## config.mk

```make
export PLATFORM = sky130hd
export DESIGN_NAME = uart_tx_arbiter
export DESIGN_NICKNAME = d
export VERILOG_FILES = /design/src/rtl/uart_tx_arbiter.sv
export SDC_FILE = /design/constraint.sdc
export NUM_CORES = 1
export LEC_CHECK = 0
export ABC_CLOCK_PERIOD_IN_PS = 2100
export CAP_MARGIN = 5
export CORE_MARGIN = 5
export CORE_UTILIZATION = 47
export CTS_CLUSTER_SIZE = 24
export DETAILED_ROUTE_END_ITERATION = 7
export HOLD_SLACK_MARGIN = 0.15
export PLACE_DENSITY = 0.88
export SYNTH_ARGS = -nofsm -noshare
export SYNTH_HDL_FRONTEND = slang
export SYNTH_SLANG_ARGS = --single-unit
```

## constraint.sdc

```tcl
create_clock -name clk -period 2.1 [get_ports clk]
set_input_delay 0.42 -clock clk [delete_from_list [all_inputs] [get_ports clk]]
set_output_delay 0.42 -clock clk [all_outputs]
set_load 0.02 [all_outputs]
```

## src/rtl/uart_tx_arbiter.sv

```systemverilog
// Round-robin arbiter feeding one UART transmitter from four byte channels.
// One frame in flight at a time, with a sticky watchdog error for hung frames.
module uart_tx_arbiter #(
  parameter logic [15:0] TMO_CYCLES = 16'd65535
) (
  input  logic        clk,
  input  logic        rst,
  input  logic        enable,
  input  logic [3:0]  req_valid,
  input  logic [31:0] req_data,
  output logic [3:0]  req_ready,
  output logic        tx_start,
  output logic        tx_ready,
  output logic [7:0]  tx_data,
  input  logic        tx_active,
  input  logic        tx_done,
  output logic [1:0]  grant,
  output logic        busy,
  output logic        timeout_err,
  input  logic        err_clr
);

  typedef enum logic [3:0] {
    IDLE      = 4'b0001,
    LAUNCH    = 4'b0010,
    WAIT_DONE = 4'b0100,
    GAP       = 4'b1000
  } state_t;

  state_t      state_r, state_nxt_s;
  logic        armed_r;
  logic        tx_active_d_r;
  logic [15:0] wdog_r;
  logic [1:0]  grant_r;
  logic [7:0]  tx_data_r;
  logic [3:0]  req_ready_r;
  logic        tx_start_r;
  logic        busy_r;
  logic        timeout_err_r;
  logic        grant_go_s;
  logic        tmo_hit_s;
  logic [1:0]  winner_s;

  // Lowest offset from last+1 wins, so scan offsets high to low and keep the last hit.
  function automatic logic [1:0] rr_pick(input logic [1:0] last, input logic [3:0] valid);
    logic [1:0] idx;
    rr_pick = last;
    for (int i = 3; i >= 0; i--) begin
      idx     = last + 2'd1 + 2'(i);
      rr_pick = valid[idx] ? idx : rr_pick;
    end
  endfunction

  assign winner_s = rr_pick(grant_r, req_valid);

  // Next-state logic; a watchdog expiry overrides any transmitter handshake.
  always_comb begin
    state_nxt_s = state_r;
    grant_go_s  = 1'b0;
    tmo_hit_s   = ((state_r == LAUNCH) || (state_r == WAIT_DONE)) &&
                  (wdog_r == TMO_CYCLES - 16'd1);
    case (state_r)
      IDLE: begin
        if (armed_r && enable && (req_valid != 4'b0000)) begin
          state_nxt_s = LAUNCH;
          grant_go_s  = 1'b1;
        end else begin
          state_nxt_s = IDLE;
        end
      end
      LAUNCH: begin
        if (tmo_hit_s) begin
          state_nxt_s = GAP;
        end else if (tx_active) begin
          state_nxt_s = WAIT_DONE;
        end else begin
          state_nxt_s = LAUNCH;
        end
      end
      WAIT_DONE: begin
        if (tmo_hit_s || tx_done || (tx_active_d_r && !tx_active)) begin
          state_nxt_s = GAP;
        end else begin
          state_nxt_s = WAIT_DONE;
        end
      end
      GAP: begin
        if (!tx_done && !tx_active) begin
          state_nxt_s = IDLE;
        end else begin
          state_nxt_s = GAP;
        end
      end
      default: state_nxt_s = IDLE;
    endcase
  end

  // State register, post-reset arming flag and transmitter-activity history.
  always_ff @(posedge clk or negedge rst) begin
    if (!rst) begin
      state_r       <= IDLE;
      armed_r       <= 1'b0;
      tx_active_d_r <= 1'b0;
    end else begin
      state_r       <= state_nxt_s;
      armed_r       <= 1'b1;
      tx_active_d_r <= tx_active;
    end
  end

  // Grant capture, accept pulse and frame watchdog.
  always_ff @(posedge clk or negedge rst) begin
    if (!rst) begin
      grant_r     <= 2'd3;
      tx_data_r   <= 8'h00;
      req_ready_r <= 4'b0000;
      wdog_r      <= 16'd0;
    end else if (grant_go_s) begin
      grant_r     <= winner_s;
      tx_data_r   <= req_data[{winner_s, 3'b000} +: 8];
      req_ready_r <= 4'b0001 << winner_s;
      wdog_r      <= 16'd0;
    end else begin
      req_ready_r <= 4'b0000;
      if ((state_r == LAUNCH) || (state_r == WAIT_DONE)) begin
        wdog_r <= wdog_r + 16'd1;
      end else begin
        wdog_r <= wdog_r;
      end
    end
  end

  // Registered status outputs; the error flag gives a new timeout priority over err_clr.
  always_ff @(posedge clk or negedge rst) begin
    if (!rst) begin
      tx_start_r    <= 1'b0;
      busy_r        <= 1'b0;
      timeout_err_r <= 1'b0;
    end else begin
      tx_start_r <= (state_nxt_s == LAUNCH);
      busy_r     <= (state_nxt_s != IDLE);
      if (tmo_hit_s) begin
        timeout_err_r <= 1'b1;
      end else if (err_clr) begin
        timeout_err_r <= 1'b0;
      end else begin
        timeout_err_r <= timeout_err_r;
      end
    end
  end

  assign req_ready   = req_ready_r;
  assign tx_start    = tx_start_r;
  assign tx_ready    = tx_start_r;
  assign tx_data     = tx_data_r;
  assign grant       = grant_r;
  assign busy        = busy_r;
  assign timeout_err = timeout_err_r;

endmodule

```

# After elaboration in Yosys (flattened, before gate mapping)

Cells that the tools add are included.
Widths: inputs -> output; s select.

Add/subtract/negate cells: 5
Reductions and logical operators: 13
Equality and inequality tests: 7
Mux-type cells: 25
Order comparisons: 4
Shift-type cells: 2

Operator list:

| cell                  | number |
|---|---|
| $mux 16               | 2 |
| $shiftx 32x6->8       | 1 |
| $add 16x1->16 const B | 1 |
| $eq 16x16->1 const B  | 1 |
| $mux 4                | 4 |
| $pmux 4 s4            | 1 |
| $lt 2x3->1 const B    | 4 |
| $mux 2                | 5 |
| $bmux 1 s2            | 4 |
| $eq 4x2->1 const B    | 2 |
| $mux 1                | 8 |
| $logic_and 1x1->1     | 5 |
| $add 2x1->2 const B   | 2 |
| $add 2x2->2 const B   | 2 |
| $eq 4x1->1 const B    | 1 |
| $eq 4x3->1 const B    | 1 |
| $eq 4x4->1 const B    | 1 |
| $ne 4x1->1 const B    | 1 |
| $reduce_bool 2->1     | 2 |
| $reduce_bool 4->1     | 1 |
| $shl 1x2->4 const A   | 1 |
| $logic_or 1x1->1      | 3 |
| $mux 3                | 1 |
| $logic_not 1->1       | 2 |

Register bits: 39
Word-level logic and storage cells: 66
Output and inout port bits: 18

# Logic depth before layout (Yosys ltp)

Gate-level depths: netlist (run 1).

Depth after elaboration: 10
Mapped depth: 8
Gate-level depth less buffers: 7

# Worst setup path after synthesis (run 1)

OpenSTA, ideal clock, no wires.

Path type: register to register
Start point: register grant_r[1], in the netlist grant[1]
End point: register tx_data_r[3], in the netlist tx_data[3]
Cell stages (with the launch flop): 9
Buffers on the path: 3
Setup time: 129 ps
Arrival time: 1885 ps
Slack: 86 ps
Clock period less this slack: 2014 ps
Path through: dfstp_2 buf_2 mux2i_1 o22ai_2 or2_0 buf_2 buf_4 a211oi_1 a211oi_1

Word-level cells in the longest chain between the ends: 9
Elaborated cells on any way between the ends: 17
Classes of those cells: add/sub (4); shift (1); mux (12)

RTL lines:

| what                         | line | text |
|---|---|---|
| start, declared              | 34   | `logic [1:0] grant_r;` |
| start signal, assigned       | 119  | `grant_r <= winner_s;` |
| $add 2x1->2                  | 49   | `idx = last + 2'd1 + 2'(i);` |
| $add 2x2->2                  | 49   |  |
| $bmux 1 s2                   | 50   | `rr_pick = valid[idx] ? idx : rr_pick;` |
| $mux 1 (not written as such) | 50   |  |
| $mux 2 (3 in series)         | 50   |  |
| $mux 2 (*)                   | 50   |  |
| $shiftx 32x6->8 (*)          | 120  | `tx_data_r <= req_data[{winner_s, 3'b000} +: 8];` |
| end signal, assigned         | 120  |  |
| end, declared                | 35   | `logic [7:0] tx_data_r;` |

Mark *: on every way between the ends. The rest lies on a longest branch, timed or not. The select of a mux whose other input is x is not followed.
A chain may end at the register's enable or synchronous reset.

# Final worst setup path (run 1)

Start point: register grant_r[1], in the netlist grant[1]
End point: output grant[1]

RTL lines:

| what          | line | text |
|---|---|---|
| end, declared | 17   | `output logic [1:0] grant,` |

No word-level cell between the ends.

==> impl_metrics.env, run 1 <==
export IMPL_status="finished, final reports clean"
export IMPL_rsz0062_at_grt="no"
export IMPL_postCtsSetupBuffers=0
export IMPL_worst_path_buf_inv=1
export IMPL_yosys_area_top_type_share_pct=44.0
export IMPL_worst_slew_pin_slew_ns=0.494
export IMPL_synth_compound_area_share_pct=15.4
export IMPL_die_height_um=76.0
export IMPL_power_density_nw_per_um2=856
export IMPL_gp_congestion=0.864
export IMPL_synth_top_family_by_area="simple AND/OR/NAND/NOR gates"
export IMPL_required_ns=1.68
export IMPL_reg2reg_slack_ns=0.19
export IMPL_critical_path_class="reg2out"
export IMPL_critPathLaunchType="flip-flop"
export IMPL_drv_slew=0
export IMPL_synth_adder_area_share_pct=1.22
export IMPL_cp_cell_sequence="clkdlybuf4s50_1"
export IMPL_wire_per_inst_um=15.4
export IMPL_vias=1878
export IMPL_path_clk_slew_ns=0.07
export IMPL_die_area_um2=5780
export IMPL_clk_path_buf_depth=2
export IMPL_max_cap_violations=0
export IMPL_setup_viol=0
export IMPL_clk_insertion_delay_late_ns=0.29
export IMPL_utilization_pct=68.4
export IMPL_fp_row_count=24
export IMPL_synthFlopType="dfrtp_1"
export IMPL_worst_endpoint_arrival_ns=1.54
export IMPL_grt_pass1_wl_um=9270
export IMPL_post_route_min_period_ns=1.96
export IMPL_synthArstFlopShare_pct=100
export IMPL_cts_tree="built"
export IMPL_cpLargestDelayFamily="buffers and inverters"
export IMPL_fin_tns_setup_ns=0
export IMPL_p_leak_uw=0.00124
export IMPL_clock_skew_ns=0.00452
export IMPL_area_delta_synth_final_pct=43.3
export IMPL_crit_path_max_fanout=9
export IMPL_grt_max_degree=23
export IMPL_viasPerCell=5.44
export IMPL_nNetsFinal=336
export IMPL_antenna_found_initial=0
export IMPL_fillCellCount=327
export IMPL_ioPinCount=60
export IMPL_synth_cell_types=51
export IMPL_synthTopCellsByCount="dfrtp_1 (36), nor2_1 (32), a211oi_1 (17), nand2_1 (15), xor2_1 (8)"
export IMPL_cts_sink_count=39
export IMPL_synthCells=212
export IMPL_drc=0
export IMPL_synth_top_area_cell="dfrtp_1"
export IMPL_dieWidth_um=76.0
export IMPL_drive_above_1_share_pct=13.7
export IMPL_drt_iter0_markers=106
export IMPL_slowest_stage="clkdlybuf4s50_1"
export IMPL_core_um2=4290
export IMPL_synth_fp_nets=256
export IMPL_synth_area_um2=2050
export IMPL_ys_warnings_count=0
export IMPL_yosysSeqAreaShare_pct=47.8
export IMPL_synth_avg_cell_area_um2=9.67
export IMPL_n_antenna_cell=0
export IMPL_grt_use_total_pct=19.2
export IMPL_yosys_area_share_simple_pct=23.3
export IMPL_drt_total_wl_um=5320
export IMPL_holdWs_ns=0.530
export IMPL_dp_hpwl_um=4130
export IMPL_synthTopCellsByArea="dfrtp_1 (44%), a211oi_1 (6.2%), nor2_1 (5.9%)"
export IMPL_yosys_area_share_xor_xnor_pct=5.98
export IMPL_ant_nets=0
export IMPL_hold_path_class="reg2reg"
export IMPL_finalHoldViolations=0
export IMPL_max_slew_margin_pct=66.8
export IMPL_gr_total_overflow=0
export IMPL_portBuffers=59
export IMPL_synth_area_mux_share_pct=2.44
export IMPL_grt_pass1_vias=1946
export IMPL_max_freq_mhz=509
export IMPL_peakVddDrop_mv=0.401
export IMPL_timing_final_crit_share_pct=93.5
export IMPL_drt_pass1_iterations=4
export IMPL_critPathMaxStageDelay_ns=0.63
export IMPL_yosys_register_bits=39
export IMPL_start_util_pct=47.7
export IMPL_cts_buffers=5
export IMPL_htree_levels=2
export IMPL_root_buffer="clkbuf_8"
export IMPL_cp_end_kind="primary output"
export IMPL_yosysMostFrequentCell="dfrtp_1"
export IMPL_synth_edf_count=0
## cell usage in the layout (no fill, tap or decap), types with 3 or more instances in the layout
| cell | instances |
|---|---|
| inv_1 | 5 |
| nand2b_1 | 4 |
| dfstp_2 | 3 |
| a21oi_1 | 7 |
| dfrtp_1 | 36 |
| clkbuf_8 | 5 |
| xnor2_1 | 6 |
| clkdlybuf4s50_1 | 58 |
| nor3_1 | 5 |
| nand3_1 | 6 |
| xor2_1 | 8 |
| mux2i_1 | 5 |
| nor2_1 | 32 |
| o21ai_0 | 4 |
| a211oi_1 | 17 |
| buf_4 | 23 |
| nor3b_1 | 7 |
| nand2_1 | 15 |
## final timing paths
path                        startpoint     endpoint  cells past startpoint
max                           grant[1]     grant[1]                      1
min                        timeout_err  timeout_err                      2
max reg2reg                 state_r[0]   tx_data[4]                      6
min reg2reg                timeout_err  timeout_err                      2
max in group asynchronous          rst     grant[0]                      3
min in group asynchronous          rst     tx_ready                      2
## through the flow
step | instances | instance area [µm²] | worst slack [ns] | power [µW]
floorplan | 212 | 2050 | 0.0856 | 1530
global placement | 336 | 2850 | -0.0599 | 2010
detailed placement | 336 | 2850 | -0.121 | 2040
CTS | 345 | 2940 | 0.127 | 2530
global route | 345 | 2940 | 0.0115 | 2660
finish | 345 | 2940 | 0.136 | 2510
## sequential cells by signal, summed over array words and instances (netlist names)
register / count
grant: 2
tx_data: 8
req_ready: 4
tx_ready: 1
busy: 1
wdog_r: 16
timeout_err: 1
armed_r: 1
state_r: 4
tx_active_d_r: 1
## layout make-up
class,instances,area [µm²],area share (%)
Multi-Input combinational cell,157,1000,34.2
Sequential cell,39,980,33.4
Timing Repair Buffer,84,788,26.8
Clock buffer,7,76.3,2.60
Tap cell,52,65.1,2.22
Inverter,5,18.8,0.639
Clock inverter,1,5.00,0.170
## routing by layer
metal | routed length [µm] | vias up | part of all wire (%) | global-route usage, %
met5 | 0 | - | 0 | 0
met4 | 91 | 0 | 1.7 | 5.52
met3 | 240 | 10 | 4.5 | 4.26
met2 | 2820 | 46 | 53 | 33.1
met1 | 2170 | 908 | 41 | 24.0
li1 | - | 914 | - | -
## report_power, final
part           leakage, µW  total, µW  internal (µW)  switching (µW)
Sequential        0.000503       1000            890             112
Combinational     0.000699       1030            519             507
Clock            0.0000422        486            233             253
## logic make-up after synthesis
kind of cell,count (synthesis)
other,1
multiplexers,5
AND/OR/NAND/NOR,91
flip-flops,39
AO/OA/AOI/OAI,44
adder cells (fa/ha/maj),2
XOR/XNOR,14
buffers and inverters,16
## what timing repair did
action	CTS	global route
resized for setup	0	0
endpoints found under the hold margin	17	0
hold buffers	1	0
(Power assumes the default switching activity.)
==> run 2, diff against run 1 <==
--- a/config.mk
+++ b/config.mk
@@ -9,6 +9,7 @@
 export CAP_MARGIN = 5
 export CORE_MARGIN = 5
 export CORE_UTILIZATION = 47
+export CTS_CLUSTER_DIAMETER = 200
 export CTS_CLUSTER_SIZE = 24
 export DETAILED_ROUTE_END_ITERATION = 7
 export HOLD_SLACK_MARGIN = 0.15
==> results of run 2 <==
No change in the layout: final DEF, timing and power equal those of run 1.
==> run 3, diff against run 2 <==
--- a/config.mk
+++ b/config.mk
@@ -9,7 +9,6 @@
 export CAP_MARGIN = 5
 export CORE_MARGIN = 5
 export CORE_UTILIZATION = 47
-export CTS_CLUSTER_DIAMETER = 200
 export CTS_CLUSTER_SIZE = 24
 export DETAILED_ROUTE_END_ITERATION = 7
 export HOLD_SLACK_MARGIN = 0.15
==> results of run 3 <==
No change in the layout: final DEF, timing and power equal those of run 1.
